## src/rtl/spu_fetch_pkg.sv

```systemverilog
// spu_fetch_pkg: shared types and constants for the SPU instruction fetch front end.
package spu_fetch_pkg;
  localparam int PC_W = 32;
  localparam int INSN_W = 32;
  typedef struct packed {
    logic [PC_W-1:0]   pc;
    logic [INSN_W-1:0] insn0;
    logic [INSN_W-1:0] insn1;
    logic [1:0]        slot_valid;
  } fetch_entry_t;
  typedef enum logic [1:0] {IDLE, FETCH, FLUSH} fetch_state_t;
endpackage

```

## src/rtl/spu_fetch_fifo.sv

```systemverilog
// spu_fetch_fifo: synchronous FIFO of fetched instruction pairs with clear and head peek.
module spu_fetch_fifo
  import spu_fetch_pkg::*;
#(
  parameter int DEPTH = 4
) (
  input  logic                     clk,
  input  logic                     reset,
  input  logic                     push,
  input  logic                     pop,
  input  logic                     clear,
  input  fetch_entry_t             din,
  output fetch_entry_t             head,
  output logic [$clog2(DEPTH):0]   count
);
  localparam int AW = $clog2(DEPTH);
  localparam logic [AW:0] FULL = (AW+1)'(DEPTH);
  fetch_entry_t mem_q [DEPTH];
  logic [AW-1:0] rd_q, rd_d, wr_q, wr_d;
  logic [AW:0] count_q, count_d;
  logic do_push, do_pop;
  always_comb begin
    do_pop = pop && count_q != '0;
    do_push = push && count_q != FULL;
    rd_d = clear ? '0 : rd_q + AW'(do_pop);
    wr_d = clear ? '0 : wr_q + AW'(do_push);
    count_d = clear ? '0 : count_q + (AW+1)'(do_push) - (AW+1)'(do_pop);
  end
  always_ff @(posedge clk or negedge reset) begin
    if (!reset) begin
      rd_q <= '0;
      wr_q <= '0;
      count_q <= '0;
    end else begin
      rd_q <= rd_d;
      wr_q <= wr_d;
      count_q <= count_d;
    end
  end
  // Storage needs no reset: the top masks the head while the queue is empty.
  always_ff @(posedge clk) begin
    if (do_push && !clear) mem_q[wr_q] <= din;
  end
  assign head = mem_q[rd_q];
  assign count = count_q;
endmodule

```

## src/rtl/spu_fetch_queue.sv

```systemverilog
// spu_fetch_queue: SPU fetch front end issuing aligned pair fetches into a small
// queue, with epoch-tagged redirect flush and credit-limited request issue.
module spu_fetch_queue #(
  parameter int PC_W = spu_fetch_pkg::PC_W,
  parameter int DEPTH = 4,
  parameter logic [PC_W-1:0] RESET_PC = '0
) (
  input  logic            clk,
  input  logic            reset,
  input  logic            fetch_en,
  input  logic            redirect_valid,
  input  logic [PC_W-1:0] redirect_pc,
  output logic            imem_req,
  output logic [PC_W-1:0] imem_addr,
  input  logic            imem_rvalid,
  input  logic [63:0]     imem_rdata,
  output logic            out_valid,
  input  logic            out_ready,
  output logic [PC_W-1:0] out_pc,
  output logic [31:0]     instruction1,
  output logic [31:0]     instruction2,
  output logic [1:0]      out_slot_valid
);
  import spu_fetch_pkg::*;
  localparam int EW = spu_fetch_pkg::PC_W;
  fetch_state_t state_q, state_d;
  logic [PC_W-1:0] fetch_pc_q, fetch_pc_d, req_pc_q, req_pc_d;
  logic epoch_q, epoch_d, half_q, half_d;
  logic inflight_q, inflight_d, req_epoch_q, req_epoch_d, req_half_q, req_half_d;
  logic push;
  logic unused_pc_bits;
  fetch_entry_t din, head;
  logic [$clog2(DEPTH):0] count;
  assign unused_pc_bits = ^redirect_pc[1:0];
  always_comb begin
    imem_req = state_q == FETCH && fetch_en && !redirect_valid && int'(count) + int'(inflight_q) < DEPTH;
    state_d = redirect_valid ? FLUSH : FETCH;
    fetch_pc_d = redirect_valid ? {redirect_pc[PC_W-1:3], 3'b000} :
                 state_q == IDLE ? RESET_PC :
                 imem_req ? fetch_pc_q + PC_W'(8) : fetch_pc_q;
    epoch_d = epoch_q ^ redirect_valid;
    // half_q marks that the next issued pair starts mid-pair at a redirect target
    half_d = redirect_valid ? redirect_pc[2] : imem_req ? 1'b0 : half_q;
    inflight_d = imem_req;
    req_pc_d = fetch_pc_q;
    req_epoch_d = epoch_q;
    req_half_d = half_q;
    push = imem_rvalid && inflight_q && req_epoch_q == epoch_q;
    din = '{pc: EW'(req_pc_q), insn0: imem_rdata[63:32], insn1: imem_rdata[31:0],
            slot_valid: req_half_q ? 2'b10 : 2'b11};
    imem_addr = imem_req ? fetch_pc_q : '0;
    out_valid = count != '0;
    out_pc = out_valid ? PC_W'(head.pc) : '0;
    instruction1 = out_valid ? head.insn0 : '0;
    instruction2 = out_valid ? head.insn1 : '0;
    out_slot_valid = out_valid ? head.slot_valid : 2'b00;
  end
  always_ff @(posedge clk or negedge reset) begin
    if (!reset) begin
      state_q <= IDLE;
      fetch_pc_q <= RESET_PC;
      epoch_q <= 1'b0;
      half_q <= 1'b0;
      inflight_q <= 1'b0;
      req_pc_q <= '0;
      req_epoch_q <= 1'b0;
      req_half_q <= 1'b0;
    end else begin
      state_q <= state_d;
      fetch_pc_q <= fetch_pc_d;
      epoch_q <= epoch_d;
      half_q <= half_d;
      inflight_q <= inflight_d;
      req_pc_q <= req_pc_d;
      req_epoch_q <= req_epoch_d;
      req_half_q <= req_half_d;
    end
  end
  spu_fetch_fifo #(.DEPTH(DEPTH)) u_fifo (
    .clk(clk),
    .reset(reset),
    .push(push),
    .pop(out_valid && out_ready),
    .clear(redirect_valid),
    .din(din),
    .head(head),
    .count(count)
  );
endmodule

```

## config.mk

```make
export PLATFORM = sky130hd
export DESIGN_NAME = spu_fetch_queue
export DESIGN_NICKNAME = d
export VERILOG_FILES = /design/src/rtl/spu_fetch_pkg.sv /design/src/rtl/spu_fetch_fifo.sv /design/src/rtl/spu_fetch_queue.sv
export SDC_FILE = /design/constraint.sdc
export NUM_CORES = 1
export LEC_CHECK = 0
export CAP_MARGIN = 0
export CORE_MARGIN = 5
export CORE_UTILIZATION = 59
export DETAILED_ROUTE_END_ITERATION = 10
export PLACE_DENSITY = 0.89
export SYNTH_ARGS = -nofsm -noshare
export SYNTH_HDL_FRONTEND = slang
export SYNTH_SLANG_ARGS = --single-unit
```

## constraint.sdc

```tcl
create_clock -name clk -period 18.3 [get_ports clk]
set_clock_uncertainty 0.1 [all_clocks]
set_input_delay 2.745 -clock clk [delete_from_list [all_inputs] [get_ports clk]]
set_output_delay 2.745 -clock clk [all_outputs]
set_load 0.005 [all_outputs]
```

==> results.ini <==
[drt]
drtPass1Iterations=5
num_vias=9741
routed_via_density=6.04
drt_iter0_markers=907
avgRoutedWirePerCell_um=23.1
drc=0
ant_nets=0
drt-total-wl_um=37200

[timing]
rsz0062_at_grt=no
setup_violations=0
period_share_pct=48.9
maxClockFrequency_mhz=112
finalHoldViolCount=0
slew_headroom_pct=23.7
fin_crit_ns=8.95
fin_setup_tns_ns=0
worst_slew_pin_slew_ns=1.14
slew_viol_final=0

[worst_setup_path]
worstSetupEndpoint=imem_addr[10]
cp.arrival_ns=6.10
crit_path_end_kind=output pin
crit_path_max_fanout=51
r2r_start=u_fifo.count[1]
cp-startpoint=redirect_valid
crit_type=input pin to output pin
worst_r2r_endpoint=u_fifo.mem_q[2][47]
cp-start-kind=input pin
ff2ff_path_depth=7
crit_required_ns=15.45
reg2reg_slack_ns=14.60

[clocking]
clkLatencyLatePin_ns=0.52
cts_sinks=448
clockBufferDepth=3
cts_hold_buf=0
cts_root_buf=clkbuf_16
post-cts-setup-buffers=0
clkTransAtPathRegs_ns=0.06
cts_tree=built
numCtsBuffers=43
cts_resized=0
htreeDepth=2

[synth]
synthArstFlopShare_pct=16.1
ys_seq_area_share_pct=73.9
ys_ff_latch=448
yosys_warnings=0
avgSynthCellArea_um2=18.4
synthFlopType=edfxtp_1
synth_edf_count=376
syn_inst=962
ys_types=62
synth_area_um2=17700

[power]
vdd_drop_max_mv=0.0697
seqPwrFrac_pct=45.5
swShare_pct=24.1
internal_power_mw=1.98
p_leak_nw=7.33
pwr-share-clk_pct=32.0
p_per_area_nw_per_um2=120
p_sw_mw=0.628
pwr-share-comb_pct=22.5
power.total_mw=2.61

[grt]
grt_overflow_total=0
grt_pass1_wl_um=58200
grt_pass1_vias=10200
grt_antenna_before_repair=3
grt_max_degree=98
grt_usage_pct=22.3

[layout]
synthToLayoutAreaGrowth_pct=22.2
multiInputGateArea_um2=4350
nets=1303
drive_above_1_share_pct=15.2
regArea_um2=13100
stdcell_count=1612
fillers=1701
num_antenna_cells=0

[floorplan]
die_h_um=183
fp.dieW_um=183
num_io_pins=234
initial_core_util_pct=59.8
fp.coreArea_um2=29600
die-area_um2=33600
rows=63

[place]
portBuffers=225
gp_congestion=0.868
dp_hpwl_um=22100
dpl.cell_count=1539

[hold_path]
hold_path_class=flop to flop

[run]
cap_violations=0

[status]
status=complete, no violations

## registers in the layout (all words and copies together), names as in the netlist
signal and cells:
epoch_q 1, fetch_pc_q 29, half_q 1, inflight_q 1, req_epoch_q 1, req_half_q 1
req_pc_q 29, state_q 2, u_fifo.count 3, u_fifo.mem_q 376, u_fifo.rd_q 2, u_fifo.wr_q 2
## layout by cell type (no fill, tap or decap), types with 3 or more instances in the layout
cell type and instances:
clkinv_1 3, and2_1 125, edfxtp_1 376, conb_1 6, nor2_1 28, o22a_1 3, clkinv_2 6, nand3_1 8
o21ai_0 18, clkbuf_8 3, a21oi_1 30, buf_4 12, o21a_1 3, nand2_1 35, dfrtp_1 70, nor3_1 4
nor2b_1 4, nor2_4 3, clkdlybuf4s50_1 224, ha_1 6, nand4_1 9, a31oi_1 9, clkbuf_16 45, mux4_2 94
xnor2_1 3, clkbuf_1 13, and3_1 5, a31o_2 5, a221oi_1 4, inv_1 12
## critical path: stages
cell and delay [ns]:
clkdlybuf4s50_1 0.40, buf_4 0.29, nor2b_1 0.36, nand3_1 0.45
inv_1 0.99, and2_1 0.29, clkdlybuf4s50_1 0.53
## cell families (layout without fill, tap and decap cells)
kind of cell | after synthesis | in the layout | share of synthesized area, %
adders and majority gates | 7 | 7 | 0.537
DFF | 448 | 448 | 73.9
and+or+nand+nor | 242 | 242 | 7.84
xor gates and xnor gates | 5 | 5 | 0.247
buffers and inverters | 67 | 322 | 1.82
AOI/OAI and AO/OA | 96 | 96 | 3.57
muxes | 96 | 96 | 12.1
other | 1 | 6 | 0.0212
## power groups by stage
| stage | Sequential [mW] | Combinational (mW) | Clock, mW |
|---|---|---|---|
| after CTS | 1.19 | 0.600 | 0.850 |
| final | 1.19 | 0.585 | 0.834 |
| after global placement | 1.21 | 0.583 | 0 |
| after global routing | 1.19 | 0.634 | 0.899 |
| after floorplan | 1.17 | 0.322 | 0 |
| after detailed placement | 1.21 | 0.593 | 0 |
## worst min path at each step
stage,from,endpoint,slack [ns],depth (start not counted)
after floorplan,half_q,req_half_q,0.25,0
after global placement,half_q,req_half_q,0.27,0
after detailed placement,half_q,req_half_q,0.29,0
after CTS,half_q,req_half_q,0.30,0
after global routing,half_q,req_half_q,0.31,0
final,half_q,req_half_q,0.30,0
## synth_stat cells, types with 4 or more instances
master | number | area (um2)
a21oi_1 | 30 | 150
a221oi_1 | 4 | 35.0
a31o_2 | 5 | 43.8
a31oi_1 | 9 | 56.3
and2_1 | 125 | 782
and3_1 | 6 | 37.5
buf_1 | 7 | 26.3
buf_2 | 12 | 60.1
buf_4 | 7 | 52.6
clkbuf_1 | 26 | 97.6
dfrtp_1 | 72 | 1800
edfxtp_1 | 376 | 11300
ha_1 | 6 | 75.1
inv_1 | 12 | 45.0
mux4_2 | 94 | 2120
nand2_1 | 35 | 131
nand3_1 | 8 | 40.0
nand4_1 | 9 | 56.3
nor2_1 | 30 | 113
nor2b_1 | 4 | 25.0
nor3_1 | 4 | 20.0
o21ai_0 | 18 | 90.1
## per-stage QoR
stage	cell area (um2)	utilization, %	setup slack, ns	hold slack (ns)
final	21600	73.0	9.35	0.303
after global placement	20300	68.5	9.51	0.271
after CTS	21600	73.0	9.47	0.301
after floorplan	17700	-	7.39	0.254
after global routing	21600	73.0	9.20	0.306
after detailed placement	20300	68.5	9.48	0.287
## routing by layer
metal / vias up / GRT usage (%) / routed length [um]
met5: - / 0 / 41
li1: 4214 / - / -
met1: 4950 / 31.0 / 14800
met4: 6 / 5.39 / 800
met2: 496 / 36.7 / 18300
met3: 75 / 5.32 / 3290
## final cells by class
type	count	area share (%)
clock buffers	61	5.62
clock inverters	12	0.509
inverters	12	0.208
multi-input cells	452	20.1
flip-flops and latches	448	60.5
well taps	390	2.25
repair buffers	237	10.8
Note: power is estimated with default switching activity, not from simulation.
